$ cat config.mk
export PLATFORM = sky130hd
export DESIGN_NAME = match_search_scheduler
export DESIGN_NICKNAME = d
export VERILOG_FILES = /design/src/rtl/bm_pkg.sv /design/src/rtl/match_search_scheduler_scan_counter.sv /design/src/rtl/match_search_scheduler.sv
export SDC_FILE = /design/constraint.sdc
export NUM_CORES = 1
export LEC_CHECK = 0
export CAP_MARGIN = 20
export CORE_UTILIZATION = 23
export DETAILED_ROUTE_END_ITERATION = 8
export PLACE_DENSITY = 0.5
export SYNTH_ARGS = -nofsm -noshare
export SYNTH_HDL_FRONTEND = slang
export SYNTH_SLANG_ARGS = --single-unit
$ cat constraint.sdc
create_clock -name clk -period 7.1 [get_ports clk]
set_input_delay 1.42 -clock clk [delete_from_list [all_inputs] [get_ports clk]]
set_output_delay 1.42 -clock clk [all_outputs]
set_load 0.03 [all_outputs]
$ cat src/rtl/bm_pkg.sv
`timescale 1ns/1ps
// bm_pkg: types shared by the block-matching scheduler and the minimum-distance stage.
package bm_pkg;

  // Block index carried with every command and every result
  typedef logic [15:0] blk_idx_t;

  // Search offset, vertical in the upper byte, horizontal in the lower byte
  typedef struct packed {
    logic [7:0] v;
    logic [7:0] h;
  } coord_t;

  // Frame sequencing states
  typedef enum logic [1:0] {
    IDLE,
    ISSUE,
    DRAIN
  } state_t;

  // Number of candidate offsets searched for one reference block
  function automatic int offsets_per_blk(input int h_max, input int v_max);
    return (h_max + 1) * (v_max + 1);
  endfunction

endpackage

$ cat src/rtl/match_search_scheduler_scan_counter.sv
`timescale 1ns/1ps
// scan_counter: nested v (inner) / h (outer) / block counters for the offset scan.
// The first/last/frame_last flags are registered alongside the counters so that
// they describe the offset currently presented, without any decode after the flops.
module scan_counter
  import bm_pkg::*;
#(
  parameter int h_max  = 48,
  parameter int v_max  = 8,
  parameter int n_blks = 300
) (
  input  logic     clk,
  input  logic     reset_n,
  input  logic     clear,
  input  logic     advance,
  output coord_t   coords,
  output blk_idx_t blk,
  output logic     first,
  output logic     last,
  output logic     frame_last
);

  localparam logic [7:0] H_LIM    = 8'(h_max);
  localparam logic [7:0] V_LIM    = 8'(v_max);
  localparam blk_idx_t   LAST_BLK = 16'(n_blks - 1);
  localparam logic       SINGLE_OFFSET = (h_max == 0) && (v_max == 0);

  coord_t   coords_nxt;
  blk_idx_t blk_nxt;
  logic     first_nxt;
  logic     last_nxt;
  logic     frame_last_nxt;

  // Next offset: v steps first, wrapping into h, and h wraps into the block index
  always_comb begin
    coords_nxt = coords;
    blk_nxt    = blk;
    if (clear) begin
      coords_nxt = '0;
      blk_nxt    = '0;
    end else if (advance) begin
      if (coords.v == V_LIM) begin
        coords_nxt.v = '0;
        if (coords.h == H_LIM) begin
          coords_nxt.h = '0;
          blk_nxt      = blk + 16'd1;
        end else begin
          coords_nxt.h = coords.h + 8'd1;
        end
      end else begin
        coords_nxt.v = coords.v + 8'd1;
      end
    end
    first_nxt      = (coords_nxt.h == '0) && (coords_nxt.v == '0);
    last_nxt       = (coords_nxt.h == H_LIM) && (coords_nxt.v == V_LIM);
    frame_last_nxt = last_nxt && (blk_nxt == LAST_BLK);
  end

  // Counter and flag registers
  always_ff @(posedge clk or negedge reset_n) begin
    if (!reset_n) begin
      coords     <= '0;
      blk        <= '0;
      first      <= 1'b1;
      last       <= SINGLE_OFFSET;
      frame_last <= SINGLE_OFFSET && (n_blks == 1);
    end else begin
      coords     <= coords_nxt;
      blk        <= blk_nxt;
      first      <= first_nxt;
      last       <= last_nxt;
      frame_last <= frame_last_nxt;
    end
  end

endmodule

$ cat src/rtl/match_search_scheduler.sv
`timescale 1ns/1ps
// match_search_scheduler: walks every search offset of every reference block of a
// frame, limits the number of blocks awaiting a minimum-distance result and checks
// that results come back in block order.
module match_search_scheduler
  import bm_pkg::*;
#(
  parameter int blk_w           = 16,
  parameter int blk_h           = 16,
  parameter int search_blk_w    = 64,
  parameter int search_blk_h    = 24,
  parameter int n_blks          = 300,
  parameter int max_outstanding = 2
) (
  input  logic        clk,
  input  logic        reset_n,
  input  logic        start,
  output logic        busy,
  output logic        frame_done,
  output logic        cmd_valid,
  input  logic        cmd_ready,
  output logic [15:0] cmd_coords,
  output logic [15:0] cmd_blk_index,
  output logic        cmd_last,
  input  logic        res_valid,
  input  logic [15:0] res_blk_index,
  output logic        err
);

  localparam int         H_MAX        = search_blk_w - blk_w;
  localparam int         V_MAX        = search_blk_h - blk_h;
  localparam int         N_OFFSETS    = offsets_per_blk(H_MAX, V_MAX);
  localparam logic [3:0] CREDIT_LIMIT = 4'(max_outstanding);

  // Offsets must fit the 8-bit coordinate fields of the command
  if (H_MAX < 0 || H_MAX > 255 || V_MAX < 0 || V_MAX > 255 || N_OFFSETS < 1) begin : g_bad_window
    $error("match_search_scheduler: search window minus block must be 0..255 in each axis");
  end
  if (n_blks < 1 || n_blks > 65535) begin : g_bad_blocks
    $error("match_search_scheduler: n_blks must be 1..65535");
  end
  if (max_outstanding < 1 || max_outstanding > 15) begin : g_bad_credit
    $error("match_search_scheduler: max_outstanding must be 1..15");
  end

  state_t     state;
  logic [3:0] outstanding;
  logic [3:0] outstanding_nxt;
  blk_idx_t   exp_idx;

  coord_t     scan_coords;
  blk_idx_t   scan_blk;
  logic       scan_first;
  logic       scan_last;
  logic       scan_frame_last;

  logic       handshake;
  logic       start_accept;
  logic       first_issue;
  logic       first_nxt;
  logic       credit_ok;

  scan_counter #(
    .h_max  (H_MAX),
    .v_max  (V_MAX),
    .n_blks (n_blks)
  ) u_scan (
    .clk        (clk),
    .reset_n    (reset_n),
    .clear      (start_accept),
    .advance    (handshake),
    .coords     (scan_coords),
    .blk        (scan_blk),
    .first      (scan_first),
    .last       (scan_last),
    .frame_last (scan_frame_last)
  );

  assign cmd_coords    = scan_coords;
  assign cmd_blk_index = scan_blk;
  assign cmd_last      = scan_last;

  // Next outstanding count and whether the offset presented next cycle has credit
  always_comb begin
    handshake       = cmd_valid && cmd_ready;
    start_accept    = (state == IDLE) && start;
    first_issue     = handshake && scan_first;
    outstanding_nxt = outstanding;
    if (start_accept) begin
      outstanding_nxt = '0;
    end else if (first_issue && !res_valid) begin
      outstanding_nxt = outstanding + 4'd1;
    end else if (!first_issue && res_valid && (outstanding != '0)) begin
      outstanding_nxt = outstanding - 4'd1;
    end
    first_nxt = handshake ? scan_last : scan_first;
    credit_ok = !(first_nxt && (outstanding_nxt >= CREDIT_LIMIT));
  end

  // Frame FSM with registered busy/valid/done and the sticky result-order check
  always_ff @(posedge clk or negedge reset_n) begin
    if (!reset_n) begin
      state       <= IDLE;
      outstanding <= '0;
      exp_idx     <= '0;
      busy        <= 1'b0;
      frame_done  <= 1'b0;
      cmd_valid   <= 1'b0;
      err         <= 1'b0;
    end else begin
      outstanding <= outstanding_nxt;
      frame_done  <= 1'b0;
      if (res_valid) begin
        if ((outstanding == '0) || (res_blk_index != exp_idx)) begin
          err <= 1'b1;
        end
        exp_idx <= exp_idx + 16'd1;
      end
      case (state)
        IDLE: begin
          if (start) begin
            state     <= ISSUE;
            busy      <= 1'b1;
            cmd_valid <= 1'b1;
            err       <= 1'b0;
            exp_idx   <= '0;
          end
        end
        ISSUE: begin
          if (handshake && scan_frame_last) begin
            state     <= DRAIN;
            cmd_valid <= 1'b0;
          end else begin
            cmd_valid <= credit_ok;
          end
        end
        DRAIN: begin
          if (frame_done) begin
            state <= IDLE;
          end else if (outstanding_nxt == '0) begin
            frame_done <= 1'b1;
            busy       <= 1'b0;
          end
        end
        default: begin
          state     <= IDLE;
          busy      <= 1'b0;
          cmd_valid <= 1'b0;
        end
      endcase
    end
  end

endmodule

==> key figures, run 1 <==
Power and ir drop
  • Tot Pwr: 1280 uW
  • Max rail drop VDD: 0.126 mV
  • Lkg Pwr: 0.00190 uW
  • PwrDens: approximately 280 nW/um^2

Routing
  • Drt initial violations: 185
  • First drt pass iteration count: 4
  • Post-route ant nets: 0
  • Vias per cell: 4.60
  • DR vias: 2897
  • Drt wl/cell: 14.3 um
  • Routed wire length: 9030 um
  • DRC: 0

Run
  • Max_cap viols: 0

Critical path
  • Critical Path End: u_scan.frame_last
  • Worst EP required: roughly 7.3 ns
  • WS Path Type: input port to register
  • Reg2reg path depth: 7
  • CP arrival: 4.23 ns
  • Launch point of the worst reg-to-reg path: cmd_valid
  • Flop2flop setup slack: 4.26 ns
  • Reg-to-reg endpoint: u_scan.frame_last
  • Critical Path Source Type: input port
  • Highest net fanout along the worst path: 11
  • Crit. Startpoint: cmd_ready
  • CP endpoint kind: register

Synthesis
  • Ys Warns: 0
  • Mapped Nets: around 400
  • #FFs+latches synth: 61
  • Post-synth top cells: dfrtp_1, nor2_1, xnor2_1
  • Count of different cell masters after synthesis: 55
  • Synth Flop Type: dfrtp_1
  • Register area share after synthesis: around 43%
  • EDFF count, synth: 0
  • Ys async rst share: 100%
  • Post-synth top area share: 41.8%
  • Synth Instances: 382
  • Cell area after synthesis: 3590 sq um
  • Yosys top cell by area: dfrtp_1
  • Largest cells by area after synthesis: dfrtp_1, xnor2_1, xor2_1, nor2_1, nand3_1
  • Syn avg cell area: between 9 and 10 sq um

Floorplan
  • Core Footprint: 15200 sq um
  • Die Wd: 127 um
  • Effective utilization at floorplan: 23.6%
  • Row Count: 45
  • I/O Pins: between 50 and 60
  • Die Span Y: between 100 and 150 um
  • Die Area: approximately 16000 sq um

Run status
  • Outcome: finished, final reports clean

Timing
  • Period utilization: 56.5%
  • Hold Slack: 0.516 ns
  • Period minus WS final: between 4 and 5 ns
  • Worst slew margin: a little under half
  • Count of final max-slew check failures: 0
  • Fmax: 249 MHz
  • Setup violations, final: 0
  • Setup TNS Final: 0 ns
  • Clk_skew: between 0.007 and 0.008 ns
  • Final Hold Vio Count: 0
  • Worst-margin pin slew: 0.819 ns
  • RSZ-0062 raised after global routing: no

Global routing
  • Initial antenna violation count: 0
  • Vias in the first global route: 2925
  • Largest net degree at the start of global routing: 62
  • GRT overflow: 0
  • First-pass GRT wire length: 15200 um
  • Overall global routing resource usage: 12.0%

Cells and area
  • Synth-to-Final Area Change: 28.8%
  • Layout net count: 466
  • Share of layout cells above drive strength 1: around 7.7%
  • Number of diodes: 0
  • Fillers: 1590
  • Finished Layout Cells: 630
  • Finished Core Util: a little under a third

Clock network
  • CTS tree: built
  • Clk sinks: 61
  • Post-cts sizing count: 0
  • Clock Tree Root: clkbuf_16
  • Post-CTS Setup Repair Bufs: 0
  • Post-CTS Hold Buffers: 0
  • Worst skew pair latency: 0.33 ns
  • Clock Pin Slew Worst Setup and Hold Paths: ~0.05 ns
  • H-tree Lvls: 3
  • CTS max path bufs: 2
  • CTS Buf Count: 9

Placed design
  • RD Place Congestion: 0.791
  • Port Buffers: 57
  • Placed insts: 614
  • DPL Wire Length: 6410 um

Worst hold path
  • Worst hold path class: register to register
## worst min-delay path by stage
stage                           to  slack (ns)      from  depth (start not counted)
final                          err        0.52       err                          2
after global routing           err        0.57       err                          2
after CTS                      err        0.52       err                          2
after detailed placement       err        0.51       err                          2
after global placement         err        0.48       err                          2
after floorplan           state[1]        0.50  state[1]                          1
## metal layers
metal	track usage (%)	share of wire, %	vias up
li1	-	-	1442
met1	16.9	51	1387
met2	17.8	44	61
met3	2.87	4.5	7
met4	4.20	0.90	0
met5	0	0	-
## critical path, cell delays in order
cell and delay, ns:
clkdlybuf4s50_1 0.52, and2_1 0.41, nand3_1 0.44, nor4_1 0.75, maj3_1 0.29, o21ai_0 0.07, o2111a_1 0.15, and4b_1 0.18
## registers in the layout, indices dropped and copies added, names as in the netlist
| name | flops |
|---|---|
| u_scan.coords | 16 |
| err | 1 |
| state | 2 |
| u_scan.last | 1 |
| busy | 1 |
| cmd_valid | 1 |
| outstanding | 4 |
| frame_done | 1 |
| u_scan.frame_last | 1 |
| exp_idx | 16 |
| u_scan.blk | 16 |
| u_scan.first | 1 |
## area by class of cell
cell class	instances	area (sq um)	share of cell area, %
Inverter	11	41.3	0.893
Tap cell	188	235	5.09
Sequential cell	61	1530	33.0
Clock inverter	6	62.6	1.35
Multi-Input combinational cell	295	1940	41.9
Timing Repair Buffer	59	581	12.6
Clock buffer	10	239	5.17
## through the flow
step                setup WS [ns]  cell area (sq um)
floorplan                    3.93               3590
global placement             2.83               4320
detailed placement           2.78               4320
CTS                          3.11               4620
global route                 2.90               4620
finish                       3.09               4620
## cells in the final DEF (no fill, tap or decap), types with 2 or more instances in the layout
| cell type | count |
|---|---|
| o2111a_1 | 2 |
| and3_4 | 2 |
| or3_1 | 5 |
| nand3b_1 | 2 |
| xor2_1 | 26 |
| clkbuf_16 | 9 |
| inv_1 | 11 |
| nand3_1 | 26 |
| nor2_1 | 60 |
| and3_1 | 9 |
| ha_1 | 8 |
| and3b_2 | 2 |
| clkdlybuf4s50_1 | 56 |
| nand2_1 | 29 |
| and2_1 | 2 |
| buf_4 | 2 |
| maj3_1 | 2 |
| o21ai_0 | 9 |
| o311ai_0 | 2 |
| a211oi_1 | 2 |
| dfrtp_1 | 60 |
| nand4_1 | 13 |
| xnor2_1 | 38 |
| clkinvlp_4 | 3 |
| mux2i_1 | 3 |
| nor3b_1 | 2 |
| a21oi_1 | 12 |
| nor3_1 | 5 |
| and4b_1 | 2 |
| nor4_1 | 7 |
| clkinv_2 | 2 |
| nor4b_1 | 2 |
## power breakdown
group          internal [uW]  leakage [uW]  switching [uW]
Clock                    280      0.000140             162
Sequential               400      0.000811            71.5
Combinational            153      0.000947             210
Total                    833       0.00190             443
## kinds of logic after synthesis
logic type / count (synthesis) / share of synthesized area [%]
xor+xnor: 64 / 15.6
flops: 61 / 42.6
buf+inv: 26 / 3.62
simple gates: 182 / 27.4
mux: 3 / 0.837
compound gates: 36 / 6.59
fa+ha+maj: 10 / 3.35
Note: power is estimated with default switching activity, not from simulation.
==> run 2: changes to the inputs <==
--- a/config.mk
+++ b/config.mk
@@ -8,7 +8,7 @@
 export CAP_MARGIN = 20
 export CORE_UTILIZATION = 23
 export DETAILED_ROUTE_END_ITERATION = 8
-export PLACE_DENSITY = 0.5
+export PLACE_DENSITY = 0.51
 export SYNTH_ARGS = -nofsm -noshare
 export SYNTH_HDL_FRONTEND = slang
 export SYNTH_SLANG_ARGS = --single-unit
==> constraint.sdc (replaced) <==
create_clock -name clk -period 3.4 [get_ports clk]
set_input_delay 0.68 -clock clk [delete_from_list [all_inputs] [get_ports clk]]
set_output_delay 0.68 -clock clk [all_outputs]
set_load 0.03 [all_outputs]
==> run 2 against run 1 <==
Critical path depth did not move. Clock skew fell by 0.0016 ns. Worst hold slack got worse by 0.21 ns. Clock power rose by 130%. Final cell count rose by 0.79%. Register-to-register slack got worse by 3.7 ns. Worst setup slack got worse by 2.6 ns. Global-route usage rose by 0.29 points. Routed wire length rose by 2.8%. Total power rose by 120%. Critical endpoint unchanged. Largest cell class unchanged.
==> key figures, run 2 (synthesis results as in run 1) <==
Routing
  • Post-route ant nets: 0 (unchanged)
  • Routed wire length: 9290 um (+2.8%)
  • Drt wl/cell: 14.6 um (+2.0%)
  • DR vias: 3005 (+3.7%)
  • First drt pass iteration count: 4 (unchanged)
  • DRC: 0 (unchanged)
  • Drt initial violations: 215 (+16%)
  • Vias per cell: 4.73 (+2.9%)

Floorplan
  • Row Count: 45 (unchanged)
  • Die Span Y: 127 um (unchanged)
  • I/O Pins: 58 (unchanged)
  • Die Area: 16100 sq um (unchanged)
  • Die Wd: 127 um (unchanged)
  • Effective utilization at floorplan: 23.6% (unchanged)
  • Core Footprint: 15200 sq um (unchanged)

Timing
  • Final Hold Vio Count: 0 (unchanged)
  • Period minus WS final: 2.91 ns
  • Worst-margin pin slew: 0.614 ns (-0.205 ns)
  • Hold Slack: 0.309 ns (-0.206 ns)
  • Clk_skew: 0.00605 ns (-0.00158 ns)
  • Setup TNS Final: 0 ns (unchanged)
  • Setup violations, final: 0 (unchanged)
  • Fmax: 343 MHz
  • RSZ-0062 raised after global routing: no
  • Count of final max-slew check failures: 0 (unchanged)
  • Worst slew margin: 58.9% (+14 points)
  • Period utilization: 85.7%

Cells and area
  • Layout net count: 471 (+1.1%)
  • Design area: 4690 sq um (+1.4%)
  • Synth-to-Final Area Change: 30.5%
  • Share of layout cells above drive strength 1: 8.50% (+0.81 points)
  • Biggest regs: exp_idx (16), u_scan.blk (16), u_scan.coords (16)
  • Number of diodes: 0 (unchanged)
  • Most frequent cells in the layout: nor2_1, dfrtp_1, clkdlybuf4s50_1
  • Fillers: 1591 (+0.063%)

Worst hold path
  • Worst hold path class: input port to async pin

Clock network
  • Post-CTS Hold Buffers: 0 (unchanged)
  • Clock Pin Slew Worst Setup and Hold Paths: 0.05 ns (about the same)
  • H-tree Lvls: 3 (unchanged)
  • Clk sinks: 61 (unchanged)
  • CTS max path bufs: 2 (unchanged)
  • Post-CTS Setup Repair Bufs: 0 (unchanged)
  • Post-cts sizing count: 0 (unchanged)
  • CTS Buf Count: 9 (unchanged)
  • Worst skew pair latency: 0.33 ns (about the same)
  • CTS tree: built
  • Clock Tree Root: clkbuf_16

Critical path
  • CP arrival: 3.18 ns (-1.05 ns)
  • CP endpoint kind: register
  • Highest net fanout along the worst path: 11 (unchanged)
  • WS Path Type: input port to register
  • Critical Path Source Type: input port
  • Worst EP required: 3.67 ns (-3.65 ns)

Global routing
  • First-pass GRT wire length: 15400 um (+1.5%)
  • Vias in the first global route: 3076 (+5.2%)
  • Overall global routing resource usage: 12.3% (+0.29 points)
  • Initial antenna violation count: 0 (unchanged)
  • GRT overflow: 0 (unchanged)
  • Largest net degree at the start of global routing: 23 (-63%)

Placed design
  • DP Area: 4360 sq um (+0.87%)
  • DPL Wire Length: 6780 um (+5.8%)
  • RD Place Congestion: 0.830 (+4.8%)
  • Port Buffers: 57 (unchanged)

Power and ir drop
  • Tot Pwr: 2760 uW (+120%)
  • PwrDens: 589 nW/um^2 (+110%)
  • Lkg Pwr: 0.00195 uW (+2.5%)
  • Max rail drop VDD: 0.278 mV (+120%)

Run status
  • Outcome: finished, final reports clean

Run
  • Max_cap viols: 0 (unchanged)
-- run 2: changes by cell type in the layout (fill, tap and decap cells not counted) --
cell	delta
buf_4	+5
bufinv_16	+1
clkbuf_1	+1
clkbuf_8	+1
clkinvlp_4	-3
-- run 2: routing by layer --
metal / vias up / track usage, % / routed length [um]
met2: 73 / 18.8 / 4160
met1: 1469 / 16.3 / 4490
li1: 1450 / - / -
met3: 13 / 3.04 / 464
met4: 0 / 5.60 / 167
met5: - / 0 / 0
-- run 2: stage by stage --
step	cells	setup slack, ns	utilization [%]
floorplan	382	0.800	-
global route	635	0.262	30.8
detailed placement	619	0.164	28.7
global placement	619	0.305	28.7
CTS	635	0.499	30.8
finish	635	0.485	30.8
-- run 2: cell type report --
type                       instances  area, sq um  area share, %
clock buffer                      12          256           5.47
clock inverter                     4         70.1           1.50
inverter                          11         41.3          0.881
multi-input combinational        295         1940           41.3
sequential                        61         1530           32.6
tap                              188          235           5.02
timing repair buffer              64          618           13.2
-- run 2: path summary, 6_finish.rpt --
kind                             startpoint           endpoint  slack (ns)  cells after the start
hold / removal                      reset_n         exp_idx[0]        0.31                      1
setup reg to reg           u_scan.coords[1]  u_scan.frame_last        0.61                      9
max in group asynchronous           reset_n       u_scan.first        2.39                      2
hold reg to reg                         err                err        0.50                      2
min in group clk                        err                err        0.50                      2
setup / recovery                  cmd_ready  u_scan.frame_last        0.49                      8
-- run 2: where the power goes --
group | switching [uW] | internal (uW)
clock network | 325 | 679
registers | 154 | 836
logic | 438 | 329
total | 918 | 1840
-- run 2: worst max-delay path, stage by stage --
cell,delay [ns]
clkdlybuf4s50_1,0.54
and2_1,0.19
nand3_1,0.36
nor4b_1,0.55
xnor2_1,0.17
nor2_1,0.07
a2111o_1,0.37
and4b_1,0.24
==> run 3: changes to the inputs <==
--- a/config.mk
+++ b/config.mk
@@ -8,6 +8,7 @@
 export CAP_MARGIN = 20
 export CORE_UTILIZATION = 23
 export DETAILED_ROUTE_END_ITERATION = 8
+export HOLD_SLACK_MARGIN = 0.05
 export PLACE_DENSITY = 0.51
 export SYNTH_ARGS = -nofsm -noshare
 export SYNTH_HDL_FRONTEND = slang
==> results of run 3 <==
No change in the layout: final DEF, timing and power equal those of run 2.
